### config.mk
export PLATFORM = sky130hd
export DESIGN_NAME = adc_moving_avg_flat
export DESIGN_NICKNAME = d
export VERILOG_FILES = /design/src/rtl/adc_moving_avg_pkg.sv /design/src/rtl/adc_moving_avg_if.sv /design/src/rtl/adc_moving_avg_ram.sv /design/src/rtl/adc_moving_avg.sv /design/src/flat_wrapper.sv
export SDC_FILE = /design/constraint.sdc
export NUM_CORES = 1
export LEC_CHECK = 0
export CORE_MARGIN = 2
export CORE_UTILIZATION = 45
export DETAILED_ROUTE_END_ITERATION = 10
export PLACE_DENSITY = 0.66
export SYNTH_ARGS = -nofsm -noshare
export SYNTH_HDL_FRONTEND = slang
export SYNTH_HIERARCHICAL = 1
export SYNTH_SLANG_ARGS = --single-unit
export TNS_END_PERCENT = 50
### constraint.sdc
create_clock -name clk -period 4.42 [get_ports clk]
set_clock_uncertainty 0.1 [all_clocks]
set_input_delay 0.884 -clock clk [delete_from_list [all_inputs] [get_ports clk]]
set_output_delay 0.884 -clock clk [all_outputs]
set_load 0.005 [all_outputs]
### src/rtl/adc_moving_avg_pkg.sv
// rtl/adc_moving_avg_pkg.sv - shared constants, state type and mV scaling for the ADC averager
package adc_pkg;

   localparam int ADC_FULL_SCALE_MV = 3300;
   localparam int MV_SCALE_K        = 53009;
   localparam int MV_SCALE_SHIFT    = 12;

   typedef enum logic [1:0] {
      EMPTY   = 2'd0,
      FILLING = 2'd1,
      FULL    = 2'd2
   } avg_state_t;

   // K/2^SHIFT approximates 3300/255; the result is truncated, never rounded
   function automatic logic [15:0] code_to_mv(input logic [15:0] code);
      logic [31:0] prod;
      prod = 32'(code) * 32'(MV_SCALE_K);
      return 16'(prod >> MV_SCALE_SHIFT);
   endfunction

endpackage

### src/rtl/adc_moving_avg_if.sv
// rtl/adc_moving_avg_if.sv - sample input and averaged output bundle of the ADC averager
interface adc_moving_avg_if #(
   parameter int WIDTH = 8
);

   logic             sample_valid;
   logic [WIDTH-1:0] sample_code;
   logic             avg_valid;
   logic [WIDTH-1:0] avg_code;
   logic [15:0]      avg_mV;
   logic             filled;
   logic [WIDTH-1:0] min_code;
   logic [WIDTH-1:0] max_code;

   modport master (
      output sample_valid,
      output sample_code,
      input  avg_valid,
      input  avg_code,
      input  avg_mV,
      input  filled,
      input  min_code,
      input  max_code
   );

   modport slave (
      input  sample_valid,
      input  sample_code,
      output avg_valid,
      output avg_code,
      output avg_mV,
      output filled,
      output min_code,
      output max_code
   );

endinterface

### src/rtl/adc_moving_avg_ram.sv
// rtl/adc_moving_avg_ram.sv - DEPTH x WIDTH ring buffer, sync write, async read-before-write
module adc_avg_ram #(
   parameter int WIDTH      = 8,
   parameter int LOG2_DEPTH = 4
) (
   input  logic                  clk,
   input  logic                  we,
   input  logic [LOG2_DEPTH-1:0] addr,
   input  logic [WIDTH-1:0]      wdata,
   output logic [WIDTH-1:0]      rdata
);

   localparam int DEPTH = 1 << LOG2_DEPTH;

   // no reset so the array maps onto distributed RAM
   logic [WIDTH-1:0] mem [DEPTH];

   always_ff @(posedge clk) begin
      if (we) begin
         mem[addr] <= wdata;
      end
   end

   assign rdata = mem[addr];

endmodule

### src/rtl/adc_moving_avg.sv
// rtl/adc_moving_avg.sv - windowed mean of ADC codes with mV output; min/max tracking under `ADC_MINMAX_TRACK_EN
module adc_moving_avg
   import adc_pkg::*;
#(
   parameter int WIDTH      = 8,
   parameter int LOG2_DEPTH = 4
) (
   input  logic          clk,
   input  logic          reset,
   input  logic          clear,
   adc_moving_avg_if.slave bus
);

   localparam int DEPTH = 1 << LOG2_DEPTH;
   localparam int SUM_W = WIDTH + LOG2_DEPTH;
   localparam int CNT_W = LOG2_DEPTH + 1;

   if (LOG2_DEPTH < 1 || LOG2_DEPTH > 8) begin : g_bad_depth
      $error("adc_moving_avg: LOG2_DEPTH must be 1..8");
   end
   if (WIDTH == 8 && code_to_mv(16'd255) != 16'(ADC_FULL_SCALE_MV)) begin : g_bad_scale
      $error("adc_moving_avg: mV scale does not reach full scale");
   end

   avg_state_t            state;
   logic [CNT_W-1:0]      count;
   logic [SUM_W-1:0]      sum;
   logic [LOG2_DEPTH-1:0] wr_ptr;
   logic [WIDTH-1:0]      oldest;
   logic [WIDTH-1:0]      avg_next;
   logic                  accept;
   logic                  sum_fresh;

   assign accept   = bus.sample_valid && !clear && !reset;
   assign avg_next = sum[SUM_W-1 -: WIDTH];

   adc_avg_ram #(
      .WIDTH      (WIDTH),
      .LOG2_DEPTH (LOG2_DEPTH)
   ) u_ram (
      .clk   (clk),
      .we    (accept),
      .addr  (wr_ptr),
      .wdata (bus.sample_code),
      .rdata (oldest)
   );

   // sum_fresh marks a sum that was updated while FULL; the average is registered one cycle later
   always_ff @(posedge clk) begin
      if (reset) begin
         state         <= EMPTY;
         count         <= '0;
         sum           <= '0;
         wr_ptr        <= '0;
         sum_fresh     <= 1'b0;
         bus.avg_valid <= 1'b0;
         bus.avg_code  <= '0;
         bus.avg_mV    <= '0;
         bus.filled    <= 1'b0;
      end else if (clear) begin
         state         <= EMPTY;
         count         <= '0;
         sum           <= '0;
         wr_ptr        <= '0;
         sum_fresh     <= 1'b0;
         bus.avg_valid <= 1'b0;
         bus.filled    <= 1'b0;
      end else begin
         bus.avg_valid <= sum_fresh;
         sum_fresh     <= 1'b0;
         if (sum_fresh) begin
            bus.avg_code <= avg_next;
            bus.avg_mV   <= code_to_mv(16'(avg_next));
         end
         if (accept) begin
            wr_ptr <= wr_ptr + 1'b1;
            if (state == FULL) begin
               sum       <= sum + SUM_W'(bus.sample_code) - SUM_W'(oldest);
               sum_fresh <= 1'b1;
            end else begin
               sum   <= sum + SUM_W'(bus.sample_code);
               count <= count + 1'b1;
               if (count == CNT_W'(DEPTH - 1)) begin
                  state      <= FULL;
                  bus.filled <= 1'b1;
                  sum_fresh  <= 1'b1;
               end else begin
                  state <= FILLING;
               end
            end
         end
      end
   end

`ifdef ADC_MINMAX_TRACK_EN
   logic mm_loaded;

   always_ff @(posedge clk) begin
      if (reset || clear) begin
         mm_loaded    <= 1'b0;
         bus.min_code <= '0;
         bus.max_code <= '0;
      end else if (accept) begin
         mm_loaded <= 1'b1;
         if (!mm_loaded || bus.sample_code < bus.min_code) begin
            bus.min_code <= bus.sample_code;
         end
         if (!mm_loaded || bus.sample_code > bus.max_code) begin
            bus.max_code <= bus.sample_code;
         end
      end
   end
`else
   assign bus.min_code = '0;
   assign bus.max_code = '0;
`endif

endmodule

### src/flat_wrapper.sv
// flat-port wrapper written by rule: the top's interface ports become plain ports
module adc_moving_avg_flat import adc_pkg::*;
#(
   parameter int WIDTH      = 8,
   parameter int LOG2_DEPTH = 4
)
  (clk, reset, clear, bus_sample_valid, bus_sample_code, bus_avg_valid, bus_avg_code, bus_avg_mV, bus_filled, bus_min_code, bus_max_code);
  adc_moving_avg_if #(.WIDTH(WIDTH)) bus_i ();
  input  logic clk;
  input  logic reset;
  input  logic clear;
  input wire logic [$bits(bus_i.sample_valid)-1:0] bus_sample_valid;
  input wire logic [$bits(bus_i.sample_code)-1:0] bus_sample_code;
  output wire logic [$bits(bus_i.avg_valid)-1:0] bus_avg_valid;
  output wire logic [$bits(bus_i.avg_code)-1:0] bus_avg_code;
  output wire logic [$bits(bus_i.avg_mV)-1:0] bus_avg_mV;
  output wire logic [$bits(bus_i.filled)-1:0] bus_filled;
  output wire logic [$bits(bus_i.min_code)-1:0] bus_min_code;
  output wire logic [$bits(bus_i.max_code)-1:0] bus_max_code;
  assign bus_i.sample_valid = bus_sample_valid;
  assign bus_i.sample_code = bus_sample_code;
  assign bus_avg_valid = bus_i.avg_valid;
  assign bus_avg_code = bus_i.avg_code;
  assign bus_avg_mV = bus_i.avg_mV;
  assign bus_filled = bus_i.filled;
  assign bus_min_code = bus_i.min_code;
  assign bus_max_code = bus_i.max_code;
  adc_moving_avg #(.WIDTH(WIDTH), .LOG2_DEPTH(LOG2_DEPTH)) u_core (.clk(clk), .reset(reset), .clear(clear), .bus(bus_i));
endmodule
==> qor.txt <==
status - completed
Netlist cell types - 68
Worst Hold Launch - u_core/bus.avg_mV[1]
clk slew on worst S/H paths - 70 ps
initial drt markers - 462
final hold viol count - 0
core footprint - 20200 µm²
# diodes - 0
CTS buffer count - 17
final net count - 897
top-area cell type share of the netlist area - 41.6%
WHS Endpoint - u_core/bus.avg_mV[1]
Initial Util - 45.8%
chip height - 147 µm
leak pwr - 4.01 nW
Routed WL per cell - 18.4 µm
Area growth, synth to finish - 14.8%
Worst Path Arrival - 4460 ps
Synth Flop Type - edfxtp_1
Clock Latency Late Sink - 440 ps
relative slew slack - 35.7%
RePlAce Congestion - 0.930
critical path capture point type - register
wirelength, routed - 19.9 mm
largest net degree at the start of global routing - 35
fin. max-slew vios - 0
Syn Area/Cell - 12.5 µm²
max-cap check violation count - 0
share of layout cells above drive strength 1 - 14.5%
CTS Root Cell - clkbuf_16
sequential element share of the synthesized area - 51.5%
crit path launch type - register
final core area utilization - 52.6%
Horiz. Die Dim - 147 µm
Die ar. - 21700 µm²
Post-CTS Setup Bufs - 0
clock tree from TritonCTS - yes
vias in the first global route - 6050
count of final setup violators - 0
antenna-violating nets left - 0
crit path time final - 4210 ps
Final period util - 95.3%
initial antenna violation count - 0
dpl hpwl - 14.4 mm
critical path peak fanout - 5
clk sinks - 174
GRT Residual Overflow - 0
Port Buffers - 33
cts hold-fix bufs - 0
Post-synth EDFFs - 128
hold depth - 2
Critical path origin - u_core/sum[9]
clock buffer depth - 2
GRT Overall Usage - 19.1%
Peak VDD IR - 0.298 mV
reg2reg setup slack - 210 ps
drt drc - 0
Hold Path Class - register to register
fraction of registers with async set or reset after synthesis - 0%
FF+latch count, synth - 174
RSZ-0062 raised after global routing - no
Post-Syn Area - 9250 µm²
pre-CTS setup slack - 16.7 ps
Area contributors post-synth - edfxtp_1, dfxtp_1, ha_1
vias per cell - 5.51
R2R depth - 16
# H-tree levels - 4
pwr/cell area - 345 nW/µm²
Post-CTS Resized - 0
critical path class - register to register
TNS Setup - 0 ps
max frequency - 237 MHz
WP data required - 4670 ps
first drt pass iteration count - 5
Worst-Margin Slew - 961 ps
Ys Warns - 6
Synth area leader - edfxtp_1
Post-Syn Instances - 738
Worst R2R End - u_core/bus.avg_mV[11]
reg2reg start - u_core/sum[9]
vias - 5956
final setup margin - 206 ps
first-pass GRT wire length - 32.0 mm
Site Rows - 52
IO Count - 54
## cells in the mapped netlist, types with 6 or more instances
library cell / number
a211oi_1: 7
a21oi_1: 34
a22oi_1: 16
buf_4: 20
clkbuf_1: 13
dfxtp_1: 46
edfxtp_1: 128
fa_1: 22
ha_1: 65
inv_1: 55
mux4_2: 32
nand2_1: 61
nand2b_1: 9
nand3_1: 8
nor2_1: 52
nor3_1: 10
o21ai_0: 30
o21bai_1: 6
xnor2_1: 20
xor2_1: 11
## worst max-delay path by stage
stage               cells past startpoint  slack (ps)               endpoint
finish                                 16         210  u_core/bus.avg_mV[11]
global route                           16         0.7  u_core/bus.avg_mV[11]
CTS                                    16         110  u_core/bus.avg_mV[11]
detailed placement                     14          20         u_core/sum[11]
global placement                       14          90         u_core/sum[11]
floorplan                              14         290  u_core/bus.avg_mV[11]
## logic make-up (layout without fill, tap and decap cells)
logic type               after synthesis  in the layout  share of synthesized area [%]
flip-flops                           174            174                           51.5
AND/OR/NAND/NOR                      172            172                           8.57
AO/OA/AOI/OAI                        138            138                           10.0
buffers and inverters                 99            153                           5.05
adder cells (fa/ha/maj)               87             87                           13.6
multiplexers                          36             36                           8.28
XOR/XNOR                              31             31                           2.94
other                                  1             20                         0.0406
## per-layer routing
metal | GRT usage [%] | vias up | wire [µm]
met3 | 3.51 | 31 | 1090
met5 | 0 | - | 0
met1 | 25.1 | 2926 | 8650
met4 | 6.97 | 0 | 445
li1 | - | 2796 | -
met2 | 31.9 | 203 | 9700
## layout make-up
type	count	area, µm²
fill	1709	9550
inverter	56	210
timing repair buffer	65	583
multi-input combinational	484	4100
tap	270	338
clock inverter	15	190
sequential	174	4770
clock buffer	17	425
## registers in the layout, indices dropped and copies added (netlist names), 2 cells and up
name,flops
u_core/u_ram/mem,128
u_core/bus.avg_mV,12
u_core/sum,12
u_core/count,5
u_core/state,2
u_core/bus.avg_code,8
u_core/wr_ptr,4
## power breakdown
| part | switching, W | leakage, nW | internal (W) |
|---|---|---|---|
| clock | 0.000717 | 0.299 | 0.000818 |
| sequential | 0.0000113 | 1.52 | 0.00176 |
| combinational | 0.000204 | 2.19 | 0.000151 |
## cells in the final DEF (no fill, tap or decap), drive strengths merged, types with 3 or more instances in the layout
master	count
or3	4
a22oi	16
o21bai	6
and3	4
a21oi	36
clkdlybuf4s50	33
ha	65
xor2	11
buf	32
conb	20
nand2b	9
nand3	8
nor3	11
inv	63
nor2	52
nand3b	5
o21ai	34
a21o	7
o21a	5
edfxtp	128
nor2b	5
mux2i	3
nand2	61
nand4	4
clkinv	6
clkbuf	17
fa	22
dfxtp	46
xnor2	20
a211oi	8
mux4	32
a311oi	3
o31ai	3
## stage by stage
stage                     cells  total power [W]  cell area, µm²  hold WS (ps)
after floorplan             757          0.00205            9320           336
after global placement     1049          0.00213            9980           341
after detailed placement   1049          0.00215            9980           346
after CTS                  1081          0.00369           10600           356
after global routing       1081          0.00379           10600           386
final                      1081          0.00366           10600           354
## worst max-delay path, stage by stage, from the launching register on
cell      delay, ps
dfxtp_1         340
fa_1            540
inv_1            70
fa_1            510
inv_1            50
fa_1            510
inv_1            60
fa_1            410
inv_1            70
ha_1            280
a21oi_1         170
o21ai_1         100
a31o_2          240
o21ai_1         170
a32oi_1         150
xnor2_1         140
a211oi_1        210
No activity file was read; power rests on OpenSTA's default activity.
